`src/rtl/fifo_pkg.sv`:
```
// Shared definitions for the synchronous FIFO family: read-mode constants and
// a constant-foldable ceil(log2) helper used for pointer and count widths.
package fifo_pkg;

  localparam int FIFO_STD  = 0;
  localparam int FIFO_FWFT = 1;

  // Smallest r with 2**r >= v; returns 0 for v <= 1.
  function automatic int clog2(input int v);
    int r;
    r = 0;
    for (int i = 0; i < 31; i++) begin
      if ((1 << i) < v) r = i + 1;
    end
    return r;
  endfunction

endpackage

```
`src/rtl/fifo_sync_param_if.sv`:
```
// Handshake/status bundle between a producer/consumer pair and fifo_sync_param.
// The FIFO side uses the slave modport; the user side uses master.
interface fifo_sync_param_if
  import fifo_pkg::*;
#(
  parameter int WD    = 40,
  parameter int DEPTH = 8
) ();

  localparam int CW = clog2(DEPTH + 1);

  logic          wr_en;
  logic [WD-1:0] wdata;
  logic          rd_en;
  logic [WD-1:0] rdata;
  logic          rvalid;
  logic          full;
  logic          empty;
  logic          almost_full;
  logic          almost_empty;
  logic [CW-1:0] count;
  logic          overflow;
  logic          underflow;
  logic          err_clr;

  modport master (
    output wr_en, wdata, rd_en, err_clr,
    input  rdata, rvalid, full, empty, almost_full, almost_empty, count,
           overflow, underflow
  );

  modport slave (
    input  wr_en, wdata, rd_en, err_clr,
    output rdata, rvalid, full, empty, almost_full, almost_empty, count,
           overflow, underflow
  );

endinterface

```
`src/rtl/fifo_wrap_ptr.sv`:
```
// Modulo-DEPTH incrementing pointer with enable; wraps DEPTH-1 -> 0 by explicit
// compare so non-power-of-two depths work.
module fifo_wrap_ptr
  import fifo_pkg::*;
#(
  parameter int DEPTH = 8,
  parameter int PW    = clog2(DEPTH)
) (
  input  logic          clk,
  input  logic          rst_n,
  input  logic          en,
  output logic [PW-1:0] ptr
);

  always_ff @(posedge clk or negedge rst_n) begin
    if (!rst_n) begin
      ptr <= '0;
    end else if (en) begin
      ptr <= (ptr == PW'(DEPTH - 1)) ? '0 : ptr + PW'(1);
    end
  end

endmodule

```
`src/rtl/fifo_sync_param.sv`:
```
// Single-clock FIFO of any depth >= 2 with occupancy count, almost flags,
// optional show-ahead read mode and sticky overflow/underflow flags.
module fifo_sync_param
  import fifo_pkg::*;
#(
  parameter int WD     = 40,
  parameter int DEPTH  = 8,
  parameter int AF_LVL = 6,
  parameter int AE_LVL = 2,
  parameter int FWFT   = FIFO_STD
) (
  input  logic                clk,
  input  logic                rst_n,
  fifo_sync_param_if.slave    bus
);

  localparam int CW = clog2(DEPTH + 1);
  localparam int PW = clog2(DEPTH);

  logic [WD-1:0] mem [0:DEPTH-1];
  logic [PW-1:0] wr_ptr;
  logic [PW-1:0] rd_ptr;
  logic [CW-1:0] count_q;
  logic          push;
  logic          pop;
  logic          empty;
  logic          full;
  logic          ovf_q;
  logic          udf_q;

  assign empty = (count_q == '0);
  assign full  = (count_q == CW'(DEPTH));

  // A pop frees a slot in the same cycle, so a full FIFO still accepts a write alongside it.
  assign pop  = bus.rd_en && !empty;
  assign push = bus.wr_en && (!full || pop);

  fifo_wrap_ptr #(.DEPTH(DEPTH), .PW(PW)) u_wr_ptr (
    .clk   (clk),
    .rst_n (rst_n),
    .en    (push),
    .ptr   (wr_ptr)
  );

  fifo_wrap_ptr #(.DEPTH(DEPTH), .PW(PW)) u_rd_ptr (
    .clk   (clk),
    .rst_n (rst_n),
    .en    (pop),
    .ptr   (rd_ptr)
  );

  always_ff @(posedge clk) begin
    if (push) mem[wr_ptr] <= bus.wdata;
  end

  always_ff @(posedge clk or negedge rst_n) begin
    if (!rst_n) begin
      count_q <= '0;
    end else begin
      case ({push, pop})
        2'b10:   count_q <= count_q + CW'(1);
        2'b01:   count_q <= count_q - CW'(1);
        default: count_q <= count_q;
      endcase
    end
  end

  // A fresh error in the err_clr cycle takes priority over the clear.
  always_ff @(posedge clk or negedge rst_n) begin
    if (!rst_n) begin
      ovf_q <= 1'b0;
      udf_q <= 1'b0;
    end else begin
      if (bus.wr_en && !push) ovf_q <= 1'b1;
      else if (bus.err_clr)   ovf_q <= 1'b0;
      if (bus.rd_en && !pop)  udf_q <= 1'b1;
      else if (bus.err_clr)   udf_q <= 1'b0;
    end
  end

  generate
    if (FWFT == FIFO_FWFT) begin : g_fwft
      assign bus.rdata  = mem[rd_ptr];
      assign bus.rvalid = !empty;
    end else begin : g_std
      logic [WD-1:0] rdata_q;
      logic          rvalid_q;

      always_ff @(posedge clk or negedge rst_n) begin
        if (!rst_n) begin
          rdata_q  <= '0;
          rvalid_q <= 1'b0;
        end else begin
          rvalid_q <= pop;
          if (pop) rdata_q <= mem[rd_ptr];
        end
      end

      assign bus.rdata  = rdata_q;
      assign bus.rvalid = rvalid_q;
    end
  endgenerate

  assign bus.count        = count_q;
  assign bus.full         = full;
  assign bus.empty        = empty;
  assign bus.almost_full  = (count_q >= CW'(AF_LVL));
  assign bus.almost_empty = (count_q <= CW'(AE_LVL));
  assign bus.overflow     = ovf_q;
  assign bus.underflow    = udf_q;

endmodule
```
`src/flat_wrapper.sv`:
```
// flat-port wrapper written by rule: the top's interface ports become plain ports
module fifo_sync_param_flat import fifo_pkg::*;
#(
  parameter int WD     = 40,
  parameter int DEPTH  = 8,
  parameter int AF_LVL = 6,
  parameter int AE_LVL = 2,
  parameter int FWFT   = FIFO_STD
)
  (clk, rst_n, bus_wr_en, bus_wdata, bus_rd_en, bus_err_clr, bus_rdata, bus_rvalid, bus_full, bus_empty, bus_almost_full, bus_almost_empty, bus_count, bus_overflow, bus_underflow);
  fifo_sync_param_if #(.WD(WD), .DEPTH(DEPTH)) bus_i ();
  input  logic clk;
  input  logic rst_n;
  input wire logic [$bits(bus_i.wr_en)-1:0] bus_wr_en;
  input wire logic [$bits(bus_i.wdata)-1:0] bus_wdata;
  input wire logic [$bits(bus_i.rd_en)-1:0] bus_rd_en;
  input wire logic [$bits(bus_i.err_clr)-1:0] bus_err_clr;
  output wire logic [$bits(bus_i.rdata)-1:0] bus_rdata;
  output wire logic [$bits(bus_i.rvalid)-1:0] bus_rvalid;
  output wire logic [$bits(bus_i.full)-1:0] bus_full;
  output wire logic [$bits(bus_i.empty)-1:0] bus_empty;
  output wire logic [$bits(bus_i.almost_full)-1:0] bus_almost_full;
  output wire logic [$bits(bus_i.almost_empty)-1:0] bus_almost_empty;
  output wire logic [$bits(bus_i.count)-1:0] bus_count;
  output wire logic [$bits(bus_i.overflow)-1:0] bus_overflow;
  output wire logic [$bits(bus_i.underflow)-1:0] bus_underflow;
  assign bus_i.wr_en = bus_wr_en;
  assign bus_i.wdata = bus_wdata;
  assign bus_i.rd_en = bus_rd_en;
  assign bus_i.err_clr = bus_err_clr;
  assign bus_rdata = bus_i.rdata;
  assign bus_rvalid = bus_i.rvalid;
  assign bus_full = bus_i.full;
  assign bus_empty = bus_i.empty;
  assign bus_almost_full = bus_i.almost_full;
  assign bus_almost_empty = bus_i.almost_empty;
  assign bus_count = bus_i.count;
  assign bus_overflow = bus_i.overflow;
  assign bus_underflow = bus_i.underflow;
  fifo_sync_param #(.WD(WD), .DEPTH(DEPTH), .AF_LVL(AF_LVL), .AE_LVL(AE_LVL), .FWFT(FWFT)) u_core (.clk(clk), .rst_n(rst_n), .bus(bus_i));
endmodule
```
`config.mk`:
```
export PLATFORM = sky130hd
export DESIGN_NAME = fifo_sync_param_flat
export DESIGN_NICKNAME = d
export VERILOG_FILES = /design/src/rtl/fifo_pkg.sv /design/src/rtl/fifo_sync_param_if.sv /design/src/rtl/fifo_wrap_ptr.sv /design/src/rtl/fifo_sync_param.sv /design/src/flat_wrapper.sv
export SDC_FILE = /design/constraint.sdc
export NUM_CORES = 1
export LEC_CHECK = 0
export BUFFER_PORTS_ARGS = -buffer_cell sky130_fd_sc_hd__buf_2
export CAP_MARGIN = 10
export CORE_MARGIN = 5
export CORE_UTILIZATION = 35
export CTS_BUF_LIST = sky130_fd_sc_hd__clkbuf_8
export DETAILED_ROUTE_END_ITERATION = 10
export GPL_TIMING_DRIVEN = 0
export PLACE_DENSITY = 0.6
export SYNTH_ARGS = -nofsm -noshare
export SYNTH_HDL_FRONTEND = slang
export SYNTH_SLANG_ARGS = --single-unit
```
`constraint.sdc`:
```
create_clock -name clk -period 6.5 [get_ports clk]
set_clock_uncertainty 0.1 [all_clocks]
set_input_delay 1.625 -clock clk [delete_from_list [all_inputs] [get_ports clk]]
set_output_delay 1.625 -clock clk [all_outputs]
set_load 0.01 [all_outputs]
```
## Word-level counts from Yosys, hierarchy flattened

Memory sizes are Yosys's and may differ from the RTL's. A register that Yosys moved wholly into a read port is not among the register bits.
Index checks and enable logic that the tools add are counted.

- Register bits: 13
- RAM bits: 320
- Output and inout bits: 51
- Memories kept: 1

- $add $sub $neg: 4
- $lt $le $gt $ge: 2
- Equality and inequality tests: 5
- Mux-type cells: 8
- Reduce and logical (&&, ||, !) cells: 14

Memories:

| name | words | width | read ports | clocked after memory_dff | write ports | RTL line | text |
|---|---|---|---|---|---|---|---|
| u_core.mem | 8 | 40 | 1 | 1 | 1 | fifo_sync_param.sv:20 | `logic [WD-1:0] mem [0:DEPTH-1];` |

Operators by type and width:

| operator | number |
|---|---|
| one-hot mux 4 bit (2 select lines) | 1 |
| adder 3 x 1 -> 3 bit (second input constant) | 2 |
| == test 3 bit (second input constant) | 2 |
| 2-to-1 mux 3 bit | 2 |
| nonzero test 2 bit | 3 |
| zero test 1 bit | 5 |
| 2-to-1 mux 1 bit | 5 |
| adder 4 x 1 -> 4 bit (second input constant) | 1 |
| == test 4 bit (second input constant) | 1 |
| >= comparator 4 x 3 -> 1 bit (second input constant) | 1 |
| <= comparator 4 x 2 -> 1 bit (second input constant) | 1 |
| logical AND 1 bit | 4 |
| zero test 4 bit | 1 |
| subtractor 4 x 1 -> 4 bit (second input constant) | 1 |
| == test 2 x 1 -> 1 bit (second input constant) | 1 |
| == test 2 bit (second input constant) | 1 |
| logical OR 1 bit | 1 |

## Longest topological paths before layout

- Word-level depth: 8
- Mapped depth: 9
- Gate-level depth less buffers: 8

## Cells and area by module

Synthesis repeated with hierarchy kept, for this count alone.

- Cells, all modules: 809
- Area total of the unflattened synthesis: 14432.6 um2

By module, submodules not included:

| module | times used | cells an instance | area an instance (um2) |
|---|---|---|---|
| fifo_sync_param | 1 | 787 | 14147.3 |
| fifo_wrap_ptr | 2 | 11 | 142.6 |

## Least setup slack after synthesis

Ideal clock, no wire load.

- Path kind: input to register
- Start point: in bus_wr_en
- End point: mem u_core.mem[0][0] (enable)
- Arrival time: 5882 ps
- Path slack: -19 ps
- Cell stages on the path: 3
- Buffers on the path: 1
- Cell sequence: clkbuf_1 o21ai_4 nor4_1

- Cells in the longest elaborated chain, start to end: 3

RTL lines:

| what | RTL line | text |
|---|---|---|
| start, declared | flat_wrapper.sv:14 | `input wire logic [$bits(bus_i.wr_en)-1:0] bus_wr_en;` |
| logical AND 1 bit | fifo_sync_param.sv:36 | `assign push = bus.wr_en && (!full \|\| pop);` |
| 2-to-1 mux 1 bit | fifo_sync_param.sv:53 | `if (push) mem[wr_ptr] <= bus.wdata;` |
| 2-to-1 mux 1 bit (implied by the code) | fifo_sync_param.sv:53 |  |
| end, declared | fifo_sync_param.sv:20 |  |

Every way passes these cells.

## Worst setup path after layout

- Start point: reg u_core.count_q[1] (netlist: u_core.bus.count[1])
- End point: out bus_full

- Cells in the longest elaborated chain, start to end: 1

RTL lines:

| what | RTL line | text |
|---|---|---|
| start, declared | fifo_sync_param.sv:23 | `logic [CW-1:0] count_q;` |
| start signal, assigned | fifo_sync_param.sv:61 | `2'b10: count_q <= count_q + CW'(1);` |
| start signal, assigned | fifo_sync_param.sv:62 | `2'b01: count_q <= count_q - CW'(1);` |
| start signal, assigned | fifo_sync_param.sv:63 | `default: count_q <= count_q;` |
| == test 4 bit | fifo_sync_param.sv:32 | `assign full = (count_q == CW'(DEPTH));` |
| end, declared | flat_wrapper.sv:20 | `output wire logic [$bits(bus_i.full)-1:0] bus_full;` |

Every way passes these cells.

==> impl_metrics.yaml <==
clock_tree:
  clk_pin_slew_ns: 0.06
  clock_latency_ns: 0.61
  cts.repair.resized: 0
  cts_hold_repair.buffers: 0
  cts_inserted_buffers: 59
  clock-sinks: 373
  cts_setup_buffers: 0
  cts_tree: "yes"
  clk_path_buf_depth: 3
  cts-htree-levels: 2
  cts_root_buf: "clkbuf_8"
setup_path:
  path_common_cell: "buf_2"
  r2r-end: "u_core.mem[6][33]"
  required_ns: 4.78
  rr_worst_depth: 6
  cp.depth: 4
  slowest_delay_ns: 0.55
  cp.arrival_ns: 1.97
  critPathKind: "flop to primary output"
  r2r_setup_slack_ns: 3.56
  cp_top_family: "simple AND/OR/NAND/NOR gates"
  start_kind: "flop"
  path_cells: "or4b_1, buf_2, inv_1, buf_2"
  cp-end-kind: "primary output"
  endpoint: "bus_full"
  cp_num_buf_inv: 3
  crit_start: "u_core.bus.count[1]"
  critical-path-slowest-cell: "or4b_1"
  cp_max_fo: 8
  r2r-start: "u_core.bus.count[1]"
placement:
  place.port_buffers: 93
  place_area_mm2: 0.01596
  gp_congestion: 0.7352
  pre_cts_ws_ns: 2.579
  dp_hpwl_um: 21600
drt:
  met3_wirelength_um: 2367
  dr.pass1.iters: 5
  vias_per_cell: 4.974
  dr_wl_met2_um: 15720
  wl_um: 33800
  drt_iter0_markers: 594
  remaining_drc_errors: 0
  drt-met1-wl_um: 15080
  wl_per_cell_um: 21.54
  drtAntennaViolNets: 0
  top_signal_layer_used: "met5"
  vias: 7804
sta:
  setup_tns_ns: 0
  finalMaxSlewViolations: 0
  post-route-period-util_pct: 56.81
  rsz0062_at_grt: "false"
  min_period_ns: 3.693
  fmax_mhz: 270.8
  hold_viol: 0
  setup_viol: 0
  max-slew-margin-rel_pct: 37.61
  fin_hold_ws_ns: 0.3738
  setup_ws_ns: 2.807
  worst_pin_slew_ns: 0.9307
floorplanning:
  ios: 96
  die_h_um: 212.7
  die_w_um: 212.7
  dieArea_mm2: 0.04524
  start_util_pct: 35.30
  rows: 74
  core_mm2: 0.04074
final_layout:
  area_growth_pct: 18.63
  layout_commonest_cell: "edfxtp_1"
  layout.cells.most_common_list: "edfxtp_1, buf_2, mux2i_1, mux2_2, clkbuf_8"
  fillCellCount: 3689
  nNetsFinal: 1040
  design_area_mm2: 0.01706
  drive_gt1_share_pct: 30.02
global_route:
  antenna_found_initial: 5
  grt_start_max_net_pins: 54
  grtUsageTotal_pct: 14.88
  grt_overflow_total: 0
  grt_pass1_vias: 8054
  grt_pass1_wl_um: 50530
logic_synthesis:
  synth_cells: 807
  synthesis.nets: 859
  synth_cell_type_count: 36
  seq_area_frac_synth_pct: 76.04
  avgSynthCellArea_um2: 17.82
  yosys_warnings: 0
  ys_ff_latch: 373
  synth.cell_area_mm2: 0.01438
power:
  p_per_area_mw_per_mm2: 433.0
  p_leak_nw: 6.234
  max-vdd-ir-drop_mv: 0.1789
  finalPower_mw: 7.388
run:
  drv_cap: 0
min_path:
  min_path_type: "flop to flop"
outcome:
  status: "completed"
-- Yosys cell counts, drive strengths merged --
master,instances,share of area [%]
nor2,7,0.18
o211ai,2,0.10
a221o,10,0.70
xor2,2,0.12
nor3,6,0.21
or4b,1,0.070
o221ai,30,1.8
ha,6,0.52
dfrtp,53,9.2
xnor2,2,0.12
or3,1,0.078
edfxtp,320,67
a22oi,30,1.6
a21oi,1,0.035
clkbuf,18,0.47
o32ai,1,0.061
nor4,1,0.044
o21ai,43,1.6
a311oi,1,0.10
buf,29,1.2
inv,8,0.21
nor2b,1,0.044
mux2i,82,5.7
mux2,83,6.6
o41ai,1,0.19
a21o,4,0.21
nand2b,5,0.22
o22ai,10,0.44
a211oi,1,0.052
fa,1,0.14
nand2,47,1.2
-- metal layers --
layer / global-route usage, % / vias up
li1: - / 3573
met1: 20.73 / 3925
met2: 23.61 / 242
met3: 3.967 / 54
met4: 3.531 / 10
met5: 0 / -
-- how the worst min path moves through the flow --
stage	cells past startpoint	slack, ns	end	start
after floorplan	2	0.41	u_core.bus.rdata[0]	u_core.bus.rdata[0]
after global placement	2	0.36	u_core.bus.rdata[12]	u_core.bus.rdata[12]
after detailed placement	2	0.37	u_core.bus.rdata[13]	u_core.bus.rdata[13]
after CTS	2	0.38	u_core.bus.rdata[13]	u_core.bus.rdata[13]
after global routing	2	0.40	u_core.bus.rdata[13]	u_core.bus.rdata[13]
final	2	0.37	u_core.bus.rdata[13]	u_core.bus.rdata[13]
-- power by group --
part,leakage (nW),total [mW],switching (mW),internal [mW]
clock network,0.679,1.83,0.877,0.952
logic,2.01,2.30,1.35,0.950
registers,3.54,3.26,0.187,3.07
total,6.23,7.39,2.41,4.97
-- tightest hold or removal path: stages, from the launching register on --
cell,delay [ns]
dfrtp_1,0.34
nand2_1,0.04
o21ai_0,0.06
-- registers in the layout (all words and copies together), names as in the netlist --
signal	count
u_core.bus.count	4
u_core.bus.overflow	1
u_core.bus.rdata	40
u_core.bus.rvalid	1
u_core.bus.underflow	1
u_core.mem	320
u_core.u_rd_ptr.ptr	3
u_core.u_wr_ptr.ptr	3
-- through the flow --
| step | instances | utilization [%] |
|---|---|---|
| 6_report | 1569 | 41.88 |
| 5_1_grt | 1568 | 41.87 |
| 4_1_cts | 1568 | 41.87 |
| 3_5_place_dp | 1459 | 39.17 |
| 3_3_place_gp | 1432 | 38.09 |
| 2_1_floorplan | 807 | - |
-- area by class of cell --
| class | count | area [µm²] | share of cell area [%] |
|---|---|---|---|
| Timing Repair Buffer | 120 | 853.3 | 5.002 |
| Buffer | 47 | 239.0 | 1.401 |
| Tap cell | 532 | 665.6 | 3.902 |
| Clock inverter | 44 | 205.2 | 1.203 |
| Sequential cell | 373 | 10940 | 64.10 |
| Antenna cell | 1 | 2.502 | 0.01467 |
| Inverter | 8 | 30.03 | 0.1760 |
| Clock buffer | 65 | 894.6 | 5.244 |
| Multi-Input combinational cell | 379 | 3234 | 18.96 |
-- cell families after synthesis --
| logic type | synth area share, % |
|---|---|
| compound gates | 6.856 |
| xor+xnor | 0.2436 |
| fa+ha+maj | 0.6612 |
| buf+inv | 1.871 |
| flops | 76.04 |
| mux | 12.26 |
| simple gates | 2.071 |
No activity file was read; power rests on OpenSTA's default activity.
